**config.mk**
```make
export PLATFORM = sky130hd
export DESIGN_NAME = multi_queue
export DESIGN_NICKNAME = d
export VERILOG_FILES = /design/src/rtl/multi_queue.sv
export SDC_FILE = /design/constraint.sdc
export NUM_CORES = 1
export LEC_CHECK = 0
export BUFFER_PORTS_ARGS = -buffer_cell sky130_fd_sc_hd__buf_2
export CAP_MARGIN = 30
export CELL_PAD_IN_SITES_DETAIL_PLACEMENT = 1
export CELL_PAD_IN_SITES_GLOBAL_PLACEMENT = 1
export CORE_MARGIN = 1
export CORE_UTILIZATION = 53
export CTS_BUF_LIST = sky130_fd_sc_hd__clkbuf_16
export CTS_CLUSTER_SIZE = 30
export DETAILED_ROUTE_END_ITERATION = 8
export PLACE_DENSITY_LB_ADDON = 0.3
export SLEW_MARGIN = 0
export SYNTH_ARGS = -nofsm -noshare
export SYNTH_HDL_FRONTEND = slang
export SYNTH_SLANG_ARGS = --single-unit
```
**constraint.sdc**
```tcl
create_clock -name clock -period 6.5 [get_ports clock]
set_clock_uncertainty 0.15 [all_clocks]
set_input_delay 0.65 -clock clock [delete_from_list [all_inputs] [get_ports clock]]
set_output_delay 0.65 -clock clock [all_outputs]
set_load 0.02 [all_outputs]
```
**src/rtl/multi_queue.sv**
```systemverilog
// multi_queue: in-order request queue with a per-request retire latency.
// Each entry retires lat cycles after it first becomes the queue head.
module multi_queue #(
    parameter int WIDTH = 32,
    parameter int DEPTH = 4,
    parameter int LAT_W = 4,
    parameter int CNT_W = $clog2(DEPTH + 1)
) (
    input  logic             clock,
    input  logic             reset,
    input  logic             start,
    input  logic [WIDTH-1:0] inp,
    input  logic [LAT_W-1:0] lat,
    output logic             ready,
    output logic             done,
    output logic [WIDTH-1:0] out,
    output logic [CNT_W-1:0] count
);
    localparam int PTR_W = $clog2(DEPTH);
    localparam logic [CNT_W-1:0] FULL = CNT_W'(DEPTH);

    typedef struct packed {
        logic [WIDTH-1:0] data;
        logic [LAT_W-1:0] lat;
    } entry_t;

    entry_t           mem_q [DEPTH];
    logic [PTR_W-1:0] wr_ptr_q, wr_ptr_d;
    logic [PTR_W-1:0] rd_ptr_q, rd_ptr_d;
    logic [CNT_W-1:0] count_q, count_d;
    logic [LAT_W-1:0] timer_q, timer_d;
    logic             accept;
    logic             empty;
    entry_t           head;

    assign empty  = (count_q == '0);
    assign ready  = (count_q != FULL);
    assign accept = start & ready;
    assign head   = mem_q[rd_ptr_q];
    assign done   = ~empty & (timer_q == head.lat);
    assign out    = done ? head.data : '0;
    assign count  = count_q;

    always_comb begin
        wr_ptr_d = wr_ptr_q;
        rd_ptr_d = rd_ptr_q;
        if (accept) wr_ptr_d = wr_ptr_q + PTR_W'(1);
        if (done)   rd_ptr_d = rd_ptr_q + PTR_W'(1);
        unique case ({accept, done})
            2'b10:   count_d = count_q + CNT_W'(1);
            2'b01:   count_d = count_q - CNT_W'(1);
            default: count_d = count_q;
        endcase
    end

    // Timer restarts for every new head; idle while the queue is empty.
    always_comb begin
        timer_d = timer_q + LAT_W'(1);
        if (empty || done) timer_d = '0;
    end

    always_ff @(posedge clock) begin
        if (reset) begin
            wr_ptr_q <= '0;
            rd_ptr_q <= '0;
            count_q  <= '0;
            timer_q  <= '0;
        end else begin
            wr_ptr_q <= wr_ptr_d;
            rd_ptr_q <= rd_ptr_d;
            count_q  <= count_d;
            timer_q  <= timer_d;
        end
    end

    always_ff @(posedge clock) begin
        if (!reset && accept) mem_q[wr_ptr_q] <= {inp, lat};
    end

endmodule

```
Word level (Yosys, flattened, before mapping):

Memory sizes are Yosys's and may differ from the RTL's. A register that Yosys moved wholly into a read port is not among the register bits.
Cells that the tools add are included.

* output and inout port bits: 37
* word-level logic and storage cells: 29
* bits in writable memories: 144
* memories kept: 1
* flip-flop bits (word level): 11
* bits of input ports: 39

Memory list
* mem_q: words 4, bits a word 36, rd ports 1, clocked after Yosys merged registers in 1, wr ports 1, RTL line 27 `entry_t mem_q [DEPTH];`

* muxes and demuxes: 6
* reductions and logical operators: 6
* bitwise logic cells: 3
* $add $sub $neg: 5
* equality and inequality tests: 4

Operator list (number)
* 2-to-1 mux 32 bit: 1
* one-hot mux 3 bit (2 select lines): 1
* adder 2 x 1 -> 2 bit (second input constant): 2
* adder 4 x 1 -> 4 bit (second input constant): 1
* equality test 4 bit: 1
* 2-to-1 mux 2 bit: 2
* adder 3 x 1 -> 3 bit (second input constant): 1
* zero test 3 bit: 1
* != test 3 bit (second input constant): 1
* subtractor 3 x 1 -> 3 bit (second input constant): 1
* AND 1 bit: 2
* equality test 2 x 1 -> 1 bit (second input constant): 1
* equality test 2 bit (second input constant): 1
* 2-to-1 mux 1 bit: 2
* nonzero test 2 bit: 1
* OR reduction 2 bit: 1
* logical AND 1 bit: 1
* zero test 1 bit: 1
* logical OR 1 bit: 1
* inverter 1 bit: 1

Longest topological paths before layout:

* word-level depth: 5
* mapped depth: 12
* depth with buffers taken out: 10

Worst setup path after synthesis:

No wires, ideal clock.

* path kind: reg-to-reg
* from: reg with a tool-made name
* to: reg count_q[2] (netlist: count[2])
* required time: 6279 ps
* arrival: 2858 ps
* clock period less this slack: 3079 ps
* stages on the path, launching flop included: 13
* library setup time: 71 ps
* buffers on the path: 2
* path slack: 3421 ps
* cell sequence: dfxtp_1 buf_6 mux4_2 xnor2_1 nand4_2 nor2_4 buf_2 ha_1 inv_1 fa_1 xor2_1 or3_1 a21oi_1

RTL lines
* end signal, assigned: RTL line 71 `count_q <= count_d;`
* end, declared: RTL line 30 `logic [CNT_W-1:0] count_q, count_d;`

==> run_results.csv <==
group,metric,value,unit
outcome,status,"complete, no violations",
min_path,hold_depth,1,
power,power_frac_clock,44.4,%
critical_path,cp_num_buf_inv,1,
sta,max_clock_freq,0.235,GHz
power,intPower,1.82,mW
critical_path,worstPathArrival,3.45,ns
sta,setup-tns-final,0,ns
power,leakagePower,2.57,nW
layout,areaGrowthSynthToFinish,19.7,%
sta,setup_viol,0,
detailed_routing,vias_per_cell,5.64,
place,dp_hpwl,7.43,mm
clock_network,cts_resized,0,
sta,rsz0062_at_grt,"no",
min_path,min_path_type,"in -> reg",
clock_network,root_buffer,"clkbuf_16",
sta,worst_pin_slew,0.980,ns
min_path,hold_path_startpoint,"inp[23]",
synthesis,syn_area,6080,um^2
detailed_routing,drt_iter0_drc,162,
place,gp_congestion,0.663,
sta,relSlewSlack,34.6,%
detailed_routing,num_vias,3008,
synthesis,synthCells,293,
synthesis,yosysUniqueCellTypes,29,
critical_path,r2r-end,"count[2]$_SDFFE_PP0P_",
layout,drive_gt1_share,38.7,%
sta,post-route-min-period,4.25,ns
die,die_area,11900,um^2
global_route,groute.usage.overall,23.3,%
detailed_routing,drc_errors,0,
global_route,grt_pass1_vias,3255,
detailed_routing,ant_nets,0,
critical_path,reg2reg_depth,10,
critical_path,cp_max_fo,36,
critical_path,cp-end-kind,"output pin",
power,power.net_switching,461,uW
place,io_buffer_count,75,
sta,finalCritPeriodShare,65.4,%
critical_path,slowest_delay,0.90,ns
detailed_routing,wl_per_cell,23.6,um
clock_network,ctsLongestPathBuffers,2,
die,rows,38,
power,swShare,20.2,%
synthesis,synthesis.nets,339,
clock_network,ctsHoldBuffers,0,
sta,slew_violations,0,
global_route,gr-total-overflow,0,
critical_path,crit_type,"reg -> out",
clock_network,cts_setup_buffers,0,
critical_path,crit_required,5.70,ns
die,die_y,109,um
sta,layout_setup_ws,2.25,ns
power,p_seq_share,50.5,%
critical_path,crit_path_start_kind,"flip-flop",
global_route,grt_max_degree,37,
clock_network,clk_latency,0.42,ns
detailed_routing,drt_pass1_iterations,4,
synthesis,ys_seq_area_share,75.3,%
die,ios,76,
critical_path,reg2reg_setup_slack,2.32,ns
critical_path,crit_chain,"mux4_2 -> xnor2_1 -> nand4_2 -> nor2_4 -> and2_1 -> buf_2",
layout,nets,426,
detailed_routing,routed_wl,12.6,mm
synthesis,yosysWarnings,0,
clock_network,cts-buffers-inserted,17,
power,cellPowerDensity,313,nW/um^2
die,die_w,109,um
global_route,grt_pass1_wl,18.8,mm
critical_path,cp_slowest_cell,"dfxtp_2",
critical_path,crit_family,"simple AND/OR/NAND/NOR gates",
clock_network,tritoncts,"yes",
clock_network,cts.sinks,157,
layout,antennaDiodeCount,0,
synthesis,yosys_register_bits,157,
clock_network,htreeDepth,4,
sta,finalHoldViolations,0,
place,place_ws,2.29,ns
power,comb_power_share,5.1,%
power,vdd_ir_drop_max,0.000302,V
die,initial_core_util,55.2,%
die,coreArea,11000,um^2
flow_run,drv_cap,0,
min_path,min_to,"mem_q[2][27]$_DFFE_PP_",
synthesis,synth.avg_cell_area,20.8,um^2
clock_network,path_clk_slew,0.06,ns
global_route,antenna_found_initial,0,
## state kept, by name, summed over array words and instances (netlist names), named ones only
name      count
timer_q       4
wr_ptr_q      2
mem_q       144
count         3
rd_ptr_q      2
## worst max-delay path by stage
stage	slack, ns	to	cells past startpoint
6_report	2.25	out[21]	6
5_1_grt	1.95	out[21]	6
3_3_place_gp	2.48	count[2]$_SDFFE_PP0P_	10
4_1_cts	2.10	out[25]	6
2_1_floorplan	3.42	count[2]$_SDFFE_PP0P_	12
3_5_place_dp	2.29	count[2]$_SDFFE_PP0P_	10
## placed cells by master (no fill, tap or decap), types with 4 or more instances in the layout
cell type / instances
and2_1: 35
nor2_1: 6
ha_1: 6
dfxtp_1: 11
clkinv_2: 4
clkbuf_16: 17
mux4_2: 34
buf_2: 75
bufinv_16: 4
a21oi_1: 4
xnor2_1: 5
inv_1: 6
edfxtp_1: 144
and2_2: 4
## synth_stat cells (all sizes together)
master       instances  share of area (%)
edfxtp             144                 71
clkbuf               5               0.31
nand2                2               0.12
nand2b               1               0.10
nor2b                2               0.21
mux2                 2               0.37
nor3b                1               0.21
xnor2                6               0.99
buf                  5               0.51
fa                   1               0.33
o21ai                2               0.16
nand4                1               0.21
nor2                 7               0.56
a21oi                4               0.33
nor3                 1              0.082
mux4                36                 13
inv                  5               0.31
ha                   6                1.2
dlygate4sd1          2               0.29
nand3                3               0.25
or3                  2               0.21
and2                39                4.0
dfxtp               13                4.3
xor2                 3               0.43
## worst reg2reg max path: stages (launching register included)
cell and delay (ns):
dfxtp_2 0.90, mux4_2 0.63, xnor2_1 0.22, nand4_2 0.22
nor2_4 0.63, ha_1 0.32, inv_1 0.06, fa_1 0.38
xor2_1 0.16, or3_1 0.31, a21oi_1 0.15
## cell type report
| type | count | area, um^2 |
|---|---|---|
| flip-flops and latches | 157 | 4590 |
| fillers | 932 | 3750 |
| multi-input cells | 119 | 1420 |
| repair buffers | 80 | 478 |
| clock buffers | 17 | 425 |
| clock inverters | 15 | 179 |
| well taps | 140 | 175 |
| inverters | 5 | 18.8 |
## power by group through the flow
stage	Clock [mW]	Combinational [mW]	Sequential, mW
3_3_place_gp	0	0.106	1.17
5_1_grt	1.06	0.126	1.15
6_report	1.01	0.117	1.15
4_1_cts	1.03	0.119	1.15
3_5_place_dp	0	0.116	1.17
2_1_floorplan	0	0.0680	1.17
## stage by stage
stage | util [%] | area [um^2] | power, mW | instances | hold WS [ns]
after detailed placement | 60.5 | 6680 | 1.29 | 501 | 0.360
final | 66.0 | 7280 | 2.28 | 533 | 0.288
after global placement | 59.7 | 6580 | 1.28 | 497 | 0.322
after floorplan | - | 6080 | 1.24 | 293 | 0.297
after CTS | 66.0 | 7280 | 2.30 | 533 | 0.271
after global routing | 66.0 | 7280 | 2.34 | 533 | 0.274
## layer usage
layer,part of all wire [%],up-vias,global-route usage (%)
met5,0,-,0
met4,1.3,0,7.92
met3,4.1,19,6.93
met2,53,88,40.1
met1,41,1564,28.1
li1,-,1337,-
## cell families after synthesis
| group | count (synthesis) | share of synthesized area (%) |
|---|---|---|
| DFF | 157 | 75.3 |
| adders and majority gates | 7 | 1.56 |
| muxes | 38 | 13.8 |
| and+or+nand+nor | 59 | 5.94 |
| AOI/OAI and AO/OA | 6 | 0.493 |
| buffers and inverters | 17 | 1.42 |
| xor gates and xnor gates | 9 | 1.42 |
Power figures use the tool's default switching activity.
